===== src/rtl/lcd_pattern_gen.sv =====
// lcd_pattern_gen
//   Takes HD/VD/DEN timing from the LCD sync generator, tracks the active-area
//   column/row and renders a selectable test pattern. The timing signals are
//   re-emitted one cycle late so they line up with the registered pixel data,
//   and every output can be wired straight to the panel.
//
// Ports
//   CLK        pixel clock (sync generator NCLK)
//   RESET      synchronous, active-high reset
//   HD, VD     horizontal / vertical sync in, active-low
//   DEN        data enable in, active-high
//   MODE       0 colour bars, 1 checkerboard, 2 grey gradient, 3 solid
//   SOLID_RGB  {R,G,B} used in MODE 3
//   HD_O/VD_O/DEN_O  timing delayed by one cycle
//   R, G, B    pixel data aligned with DEN_O, black during blanking
//   FRAME_CNT  frames started since reset, wraps 255->0
module lcd_pattern_gen #(
  parameter int H_ACTIVE = 800,
  parameter int V_ACTIVE = 480,
  parameter int COLOR_W  = 8,
  parameter int CHK_LOG2 = 5
) (
  input  logic                   CLK,
  input  logic                   RESET,
  input  logic                   HD,
  input  logic                   VD,
  input  logic                   DEN,
  input  logic [1:0]             MODE,
  input  logic [3*COLOR_W-1:0]   SOLID_RGB,
  output logic                   HD_O,
  output logic                   VD_O,
  output logic                   DEN_O,
  output logic [COLOR_W-1:0]     R,
  output logic [COLOR_W-1:0]     G,
  output logic [COLOR_W-1:0]     B,
  output logic [7:0]             FRAME_CNT
);

  localparam int XW    = (H_ACTIVE > 1) ? $clog2(H_ACTIVE) : 1;
  localparam int YW    = (V_ACTIVE > 1) ? $clog2(V_ACTIVE) : 1;
  localparam int BAR_W = H_ACTIVE / 8;
  localparam int BW    = (BAR_W > 1) ? $clog2(BAR_W) : 1;
  localparam int PW    = 3 * COLOR_W;

  localparam logic [XW-1:0] X_MAX   = XW'(H_ACTIVE - 1);
  localparam logic [YW-1:0] Y_MAX   = YW'(V_ACTIVE - 1);
  localparam logic [BW-1:0] BAR_MAX = BW'(BAR_W - 1);

  // Colour bars: the index bits select channels so that the sequence runs
  // white, yellow, cyan, green, magenta, red, blue, black.
  function automatic logic [PW-1:0] bar_px(input logic [2:0] idx);
    bar_px = {{COLOR_W{~idx[1]}}, {COLOR_W{~idx[2]}}, {COLOR_W{~idx[0]}}};
  endfunction

  function automatic logic [PW-1:0] chk_px(input logic [XW-1:0] xv,
                                           input logic [YW-1:0] yv);
    logic [XW-1:0] xs;
    logic [YW-1:0] ys;
    logic          on;
    xs = xv >> CHK_LOG2;
    ys = yv >> CHK_LOG2;
    on = |(xs & XW'(1)) ^ |(ys & YW'(1));
    chk_px = {PW{on}};
  endfunction

  // Appending COLOR_W zeros and taking the top COLOR_W bits covers both
  // cases: MSB slice of x when x is wider, left-justified x when narrower.
  function automatic logic [PW-1:0] gray_px(input logic [XW-1:0] xv);
    logic [XW+COLOR_W-1:0] ext;
    logic [COLOR_W-1:0]    g;
    ext = {xv, {COLOR_W{1'b0}}};
    g   = ext[XW+COLOR_W-1 -: COLOR_W];
    gray_px = {g, g, g};
  endfunction

  logic          vd_q, den_q;
  logic [XW-1:0] x;
  logic [YW-1:0] y;
  logic [BW-1:0] bar_cnt;
  logic [2:0]    bar_idx;
  logic [1:0]    mode_r;
  logic [7:0]    frame_cnt;

  logic          vd_fall, den_fall;
  logic [PW-1:0] pix_p0;

  logic          hd_p1, vd_p1, den_p1;
  logic [PW-1:0] rgb_p1;

  assign vd_fall  = vd_q & ~VD;
  assign den_fall = den_q & ~DEN;

  // Stage 0: position tracking and pattern selection on the incoming timing
  always_comb begin
    pix_p0 = '0;
    case (mode_r)
      2'd0:    pix_p0 = bar_px(bar_idx);
      2'd1:    pix_p0 = chk_px(x, y);
      2'd2:    pix_p0 = gray_px(x);
      default: pix_p0 = SOLID_RGB;
    endcase
  end

  always_ff @(posedge CLK) begin
    if (RESET) begin
      vd_q      <= 1'b1;
      den_q     <= 1'b0;
      x         <= '0;
      y         <= '0;
      bar_cnt   <= '0;
      bar_idx   <= '0;
      mode_r    <= '0;
      frame_cnt <= '0;
    end else begin
      vd_q  <= VD;
      den_q <= DEN;

      if (den_fall) begin
        x       <= '0;
        bar_cnt <= '0;
        bar_idx <= '0;
      end else if (DEN) begin
        // Saturation makes an overlong DEN repeat the last column.
        if (x != X_MAX) x <= x + XW'(1);
        if (bar_cnt == BAR_MAX) begin
          bar_cnt <= '0;
          if (bar_idx != 3'd7) bar_idx <= bar_idx + 3'd1;
        end else begin
          bar_cnt <= bar_cnt + BW'(1);
        end
      end

      // Frame start takes priority over the line advance.
      if (vd_fall) begin
        y <= '0;
      end else if (den_fall && (y != Y_MAX)) begin
        y <= y + YW'(1);
      end

      // Mode is latched only at frame start so a frame is never mixed.
      if (vd_fall) begin
        mode_r    <= MODE;
        frame_cnt <= frame_cnt + 8'd1;
      end
    end
  end

  // Stage 1: output register, timing delayed to match the pixel data
  always_ff @(posedge CLK) begin
    if (RESET) begin
      hd_p1  <= 1'b1;
      vd_p1  <= 1'b1;
      den_p1 <= 1'b0;
      rgb_p1 <= '0;
    end else begin
      hd_p1  <= HD;
      vd_p1  <= VD;
      den_p1 <= DEN;
      rgb_p1 <= DEN ? pix_p0 : '0;
    end
  end

  assign HD_O      = hd_p1;
  assign VD_O      = vd_p1;
  assign DEN_O     = den_p1;
  assign R         = rgb_p1[PW-1 -: COLOR_W];
  assign G         = rgb_p1[2*COLOR_W-1 -: COLOR_W];
  assign B         = rgb_p1[COLOR_W-1:0];
  assign FRAME_CNT = frame_cnt;

endmodule


===== config.mk =====
export PLATFORM = sky130hd
export DESIGN_NAME = lcd_pattern_gen
export DESIGN_NICKNAME = d
export VERILOG_FILES = /design/src/rtl/lcd_pattern_gen.sv
export SDC_FILE = /design/constraint.sdc
export NUM_CORES = 1
export LEC_CHECK = 0
export BUFFER_PORTS_ARGS = -buffer_cell sky130_fd_sc_hd__buf_2
export CAP_MARGIN = 10
export CORE_ASPECT_RATIO = 1.5
export CORE_MARGIN = 8
export CORE_UTILIZATION = 48
export DETAILED_ROUTE_END_ITERATION = 16
export PLACE_DENSITY = 0.75
export SLEW_MARGIN = 20
export SYNTH_ARGS = -nofsm -noshare
export SYNTH_HDL_FRONTEND = slang
export SYNTH_SLANG_ARGS = --single-unit
export TNS_END_PERCENT = 100

===== constraint.sdc =====
create_clock -name CLK -period 1.45 [get_ports CLK]
set_clock_uncertainty 0.1 [all_clocks]
set_input_delay 0.145 -clock CLK [delete_from_list [all_inputs] [get_ports CLK]]
set_output_delay 0.145 -clock CLK [all_outputs]
set_load 0.01 [all_outputs]

# == Word level (Yosys, flattened, before mapping) ==
# Index checks and enable logic that the tools add are counted.
# classes
n_addsub,5
n_mul,0
n_div,0
n_lt_le_gt_ge,0
n_eq_ne,6
shifts,0
muxes,2
bitwise_logic,8
reduce_logical,7
# ops
op,n
24-bit case mux with 3 select lines,1
"10-bit by 1-bit adder with 10-bit output, second input constant",1
"10-bit != test, second input constant",1
"9-bit by 1-bit adder with 9-bit output, second input constant",1
"9-bit != test, second input constant",1
"8-bit by 1-bit adder with 8-bit output, second input constant",1
"7-bit by 1-bit adder with 7-bit output, second input constant",1
"7-bit equality test, second input constant",1
7-bit two-way mux,1
2-bit OR reduction,3
1-bit inverter,5
"3-bit by 1-bit adder with 3-bit output, second input constant",1
"3-bit != test, second input constant",1
3-bit AND reduction,1
1-bit AND,2
"2-bit by 1-bit equality test with 1-bit output, second input constant",1
"2-bit equality test, second input constant",1
2-bit logical NOT,1
2-bit AND reduction,1
1-bit logical AND,1
1-bit bitwise XOR,1
# word_totals
reg_bits,66
latchBits,0
ramBits,0
mem_bits_ro,0
in_bits,31
out_inout_bits,35
wordCells,38
mem_count,0

# == Logic depth before layout (Yosys ltp) ==
# depth
word_depth,3
ltp_mapped,5
mapped_depth_nobuf,5

# == Worst setup path before layout ==
# Ideal clock, no wire load.
# synth_path
kind,register to register
start,register x[0]
end,register x[9]
setup_time_ns,0.070
t_arrival_ns,1.418
required_time_ns,1.280
setup_slack_ns,-0.138
stages_incl_launch_ff,6
n_path_buf,0
period_less_slack_ns,1.588
cell_sequence,dfxtp_1 > ha_1 > and4b_1 > a21bo_1 > or3_1 > a21oi_1
# synth_between
elab_chain_len,2
elab_cells_between_ends,3
cone_classes,1 x add/sub; 1 x eq/ne; 1 x reduce/logical
# synth_rtl
element,line,text
start: declaration,77,logic [XW-1:0] x;
start signal: assignment,124,if (x != X_MAX) x <= x + XW'(1);
"parallel branches: the longest is 2 deep, another holds 10-bit by 1-bit adder with 10-bit output",n/a,
# Several ways; the timed one is not identified.
# A chain may end at the register's enable or synchronous reset.

# == Worst setup path after layout ==
# layout_path
start,register x[1]
end,register x[5]
# The elaborated chain is that of the path after synthesis.

==> report_table.html <==
<table>
<tr><th>Metric</th><th>Value</th></tr>
<tr><th colspan="2">Synth</th></tr>
<tr><td>Main combinational cell family by area after synthesis</td><td>simple AND/OR/NAND/NOR gates</td></tr>
<tr><td>Cell accounting for the most synthesized area</td><td>dfxtp_1</td></tr>
<tr><td>Count of flip-flops with a built-in enable after synthesis</td><td>0</td></tr>
<tr><td>Xor-xnor portion of the synthesized cell area</td><td>approximately 7.1%</td></tr>
<tr><td>Proportion of synthesized chip area in sequential cells</td><td>46.30%</td></tr>
<tr><td>Mapped Nets</td><td>between 300 and 400</td></tr>
<tr><td>Adder and majority cell fraction of the synthesized area</td><td>under 10%</td></tr>
<tr><td>Post-Syn Area</td><td>around 0.0029 mm2</td></tr>
<tr><td>Share of flip-flops with an asynchronous set or reset after synthesis</td><td>0%</td></tr>
<tr><td>Post-synthesis share of cell area spent on and, or, nand and nor gates</td><td>24.64%</td></tr>
<tr><td>Post-synthesis mux area share</td><td>~2.8%</td></tr>
<tr><td>Post-synth cell types</td><td>38</td></tr>
<tr><td>Commonest register cell after synthesis</td><td>dfxtp_1</td></tr>
<tr><td>Compound-gate portion of the synthesized area</td><td>between 10 and 15%</td></tr>
<tr><td>Seq cells post-synth</td><td>between 60 and 70</td></tr>
<tr><td>Top cells by area in the synthesized netlist</td><td>dfxtp_1 46%, a21oi_1 5.6%, and2_1 5.5%</td></tr>
<tr><td>Top cell type's share of synthesized area</td><td>46.30%</td></tr>
<tr><td>YS warnings</td><td>0</td></tr>
<tr><td>Post-Syn Instances</td><td>320</td></tr>
<tr><td>Avg Synthesized Cell Area</td><td>around 8.9 um2</td></tr>
<tr><th colspan="2">Worst setup path</th></tr>
<tr><td>Classification of the worst setup path</td><td>flop to flop</td></tr>
<tr><td>Worst Setup End Kind</td><td>flop</td></tr>
<tr><td>Launching element type of the critical path</td><td>flop</td></tr>
<tr><td>Crit path DAT</td><td>between 1.5 and 2 ns</td></tr>
<tr><td>Required time worst endpoint</td><td>roughly 1.6 ns</td></tr>
<tr><td>R2R Path Start</td><td>x[1]$_SDFFE_PP0P_</td></tr>
<tr><td>Path depth of the worst reg2reg path</td><td>5</td></tr>
<tr><td>Destination of the worst register-to-register timing path</td><td>x[5]$_SDFFE_PP0P_</td></tr>
<tr><td>R2R Setup Slk</td><td>-0.06 ns</td></tr>
<tr><td>CP max FO</td><td>5</td></tr>
<tr><th colspan="2">Timing</th></tr>
<tr><td>Shortest period the worst path allows</td><td>between 1.5 and 2 ns</td></tr>
<tr><td>Highest attainable clock frequency</td><td>around 660 MHz</td></tr>
<tr><td>Total count of max-transition violations in the final report</td><td>0</td></tr>
<tr><td>Unrepaired setup endpoints after global routing</td><td>true</td></tr>
<tr><td>Hold WS</td><td>about 0.10 ns</td></tr>
<tr><td>Max transition margin</td><td>between 50% and 60%</td></tr>
<tr><td>Setup violations, final</td><td>8</td></tr>
<tr><td>Final period utilization</td><td>104.2%</td></tr>
<tr><td>Setup ws final</td><td>-0.06054 ns</td></tr>
<tr><td>Final Hold Vio Count</td><td>0</td></tr>
<tr><td>Measured slew at the worst slew-check pin</td><td>approximately 0.60 ns</td></tr>
<tr><th colspan="2">Clock network</th></tr>
<tr><td>CTS clock-pin slew for the worst setup and hold paths</td><td>around 0.07 ns</td></tr>
<tr><td>Latest clock arrival within the worst-skew pair</td><td>around 0.35 ns</td></tr>
<tr><td>Root buf cell</td><td>clkbuf_8</td></tr>
<tr><td>Clock Path Buffers</td><td>2</td></tr>
<tr><td>Clock H-tree levels</td><td>3</td></tr>
<tr><td>Clock tree from TritonCTS</td><td>built</td></tr>
<tr><td>TritonCTS Sinks</td><td>66</td></tr>
<tr><td>Number of buffers inserted during clock tree synthesis</td><td>9</td></tr>
<tr><th colspan="2">Placed design</th></tr>
<tr><td>Pre-CTS worst setup slack</td><td>-0.09910 ns</td></tr>
<tr><td>Detailed-placement wirelength estimate</td><td>around 5.5 mm</td></tr>
<tr><td>Total of buffers placed on input and output ports</td><td>65</td></tr>
<tr><td>Final estimated routing congestion in global placement</td><td>0.8144</td></tr>
<tr><td>Inst Count DP</td><td>478</td></tr>
<tr><th colspan="2">Route</th></tr>
<tr><td>Ratio of routed vias to standard cells</td><td>5.275</td></tr>
<tr><td>Violation count after the first detailed-routing iteration</td><td>96</td></tr>
<tr><td>Overall via count from detail_route</td><td>~2.6k</td></tr>
<tr><td>Count of nets left with antenna violations after detail routing</td><td>0</td></tr>
<tr><td>Wire length reported by the detailed router</td><td>between 7 and 8 mm</td></tr>
<tr><td>Routed len/inst</td><td>roughly 15 um</td></tr>
<tr><td>Number of iterations in the first detailed-routing pass</td><td>4</td></tr>
<tr><td>Total DRC errors in the routed layout</td><td>0</td></tr>
<tr><th colspan="2">Die</th></tr>
<tr><td>Core region area</td><td>between 0.005 and 0.006 mm2</td></tr>
<tr><td>Initial core utilization</td><td>about half</td></tr>
<tr><td>Die Y</td><td>between 100 and 150 um</td></tr>
<tr><td>Die width</td><td>roughly 79 um</td></tr>
<tr><td>Count of standard-cell rows</td><td>34</td></tr>
<tr><td>Die area</td><td>0.008720 mm2</td></tr>
<tr><td>Top-Level Pins</td><td>66</td></tr>
<tr><th colspan="2">Final layout</th></tr>
<tr><td>Footprint of the multi-input gates</td><td>0.001608 mm2</td></tr>
<tr><td>Post-layout nets</td><td>about 460</td></tr>
<tr><td>Area of all sequential standard cells</td><td>approximately 0.0013 mm2</td></tr>
<tr><td>Antenna diodes</td><td>0</td></tr>
<tr><td>Non-filler cells in the finished layout</td><td>roughly 500</td></tr>
<tr><td>Commonest non-fill, non-tap cell in the layout</td><td>buf_2</td></tr>
<tr><td>Relative area change from synthesis to final layout</td><td>38.14%</td></tr>
<tr><td>Total of fill cells in the finished design</td><td>approximately 470</td></tr>
<tr><td>End-of-flow core utilization</td><td>between 60% and 70%</td></tr>
<tr><td>Fraction of layout cells with a size suffix above 1</td><td>between 30 and 40%</td></tr>
<tr><td>Highest-count cells in the layout ignoring fill and taps</td><td>65 x buf_2, 55 x dfxtp_1, 36 x nor2_1</td></tr>
<tr><th colspan="2">Power and ir drop</th></tr>
<tr><td>Peak supply drop</td><td>0.0006978 V</td></tr>
<tr><td>Pleak</td><td>roughly 0.0017 uW</td></tr>
<tr><td>Power density over the cells</td><td>a little over 1000 mW/mm2</td></tr>
<tr><td>Final total power</td><td>between 4000 and 5000 uW</td></tr>
<tr><th colspan="2">Global route</th></tr>
<tr><td>Pin count of the biggest net entering global routing</td><td>26</td></tr>
<tr><td>Initial antenna violation count</td><td>0</td></tr>
<tr><td>Number of global-route vias before repair</td><td>between 2k and 3k</td></tr>
<tr><td>GRT overflow</td><td>0</td></tr>
<tr><td>Tot GR Track Use</td><td>between 10% and 20%</td></tr>
<tr><td>First-pass GRT wire length</td><td>between 10 and 15 mm</td></tr>
<tr><th colspan="2">Min path</th></tr>
<tr><td>Worst min-delay path startpoint</td><td>SOLID_RGB[14]</td></tr>
<tr><td>Hold EP</td><td>rgb_p1[14]$_SDFF_PP0_</td></tr>
<tr><td>Worst hold path stage count</td><td>4</td></tr>
<tr><td>Hold crit path type</td><td>primary input to flop</td></tr>
<tr><th colspan="2">Run status</th></tr>
<tr><td>Violated checks</td><td>negative setup slack</td></tr>
<tr><td>Run status</td><td>finished, violations left</td></tr>
<tr><th colspan="2">Job</th></tr>
<tr><td>Max_cap viols</td><td>0</td></tr>
</table>
[registers in the layout (all words and copies together), names as in the netlist]
name	count
VD_O	1
y	9
mode_r	2
bar_idx	3
bar_cnt	7
HD_O	1
x	10
rgb_p1	24
FRAME_CNT	8
DEN_O	1
[cell type report]
type,count,area share [%]
clock buffers,11,3.586
clock inverters,5,1.968
inverters,6,0.5712
multi-input cells,235,40.78
flip-flops and latches,66,33.86
well taps,72,2.285
repair buffers,106,16.95
[power by group]
| part | switching, uW | internal (uW) |
|---|---|---|
| Clock | 685 | 1010 |
| Sequential | 34.3 | 1880 |
| Combinational | 208 | 191 |
| Total | 927 | 3080 |
[kinds of logic after synthesis]
kind of cell / Yosys count
muxes: 8
xor gates and xnor gates: 23
and+or+nand+nor: 126
AOI/OAI and AO/OA: 72
adders and majority gates: 6
DFF: 66
buffers and inverters: 19
[critical path, stage by stage, from the launching register on]
cell and delay, ns:
dfxtp_2 0.36, buf_4 0.11, and4_1 0.19, a21bo_2 0.26, or3_4 0.33, a21oi_2 0.11
[per-layer routing]
layer / wire [um] / global-route usage (%)
met1: 2687 / 15.82
met2: 4003 / 30.21
met3: 481 / 5.925
met4: 252 / 8.075
met5: 0 / 0
[worst max-delay path by stage]
stage | startpoint | to | slack [ns]
finish | x[1]$_SDFFE_PP0P_ | x[5]$_SDFFE_PP0P_ | -0.06
global route | x[1]$_SDFFE_PP0P_ | x[5]$_SDFFE_PP0P_ | -0.14
CTS | bar_cnt[0]$_SDFFE_PP0P_ | bar_idx[2]$_SDFFE_PP0P_ | -0.07
detailed placement | bar_cnt[0]$_SDFFE_PP0P_ | bar_idx[2]$_SDFFE_PP0P_ | -0.1
global placement | x[1]$_SDFFE_PP0P_ | x[9]$_SDFFE_PP0P_ | -0.05
floorplan | x[0]$_SDFFE_PP0P_ | x[9]$_SDFFE_PP0P_ | -0.04
[cell usage after synthesis (2+ instances only)]
master,n
xnor2_1,8
nor2_1,36
or3_1,4
nand2_1,14
nor3_1,2
o21ai_0,29
and4_1,2
dfxtp_1,66
xor2_1,15
mux2i_1,8
nand3_1,5
and2_1,25
nand4_1,10
or2_2,3
ha_1,6
o21ai_1,3
nor2b_1,10
clkbuf_1,10
and4b_1,3
nand2b_1,3
inv_1,6
and3_1,4
a211oi_1,2
a21oi_1,32
[metrics by stage]
step,instance area [um2],TNS [ns]
finish,3943,-0.2007
detailed placement,3541,-0.6939
floorplan,2903,-0.07183
global route,3943,-1.455
global placement,3541,-0.1731
CTS,3854,-0.2403
[timing repair]
action / 4_1_cts / 5_1_grt
endpoints found under the hold margin: 4 / 0
setup buffers: 3 / 0
hold buffers: 4 / 0
setup endpoints to repair: 14 / 36
pin swaps: 8 / 6
resized for setup: 7 / 24
No activity file was read; power rests on OpenSTA's default activity.
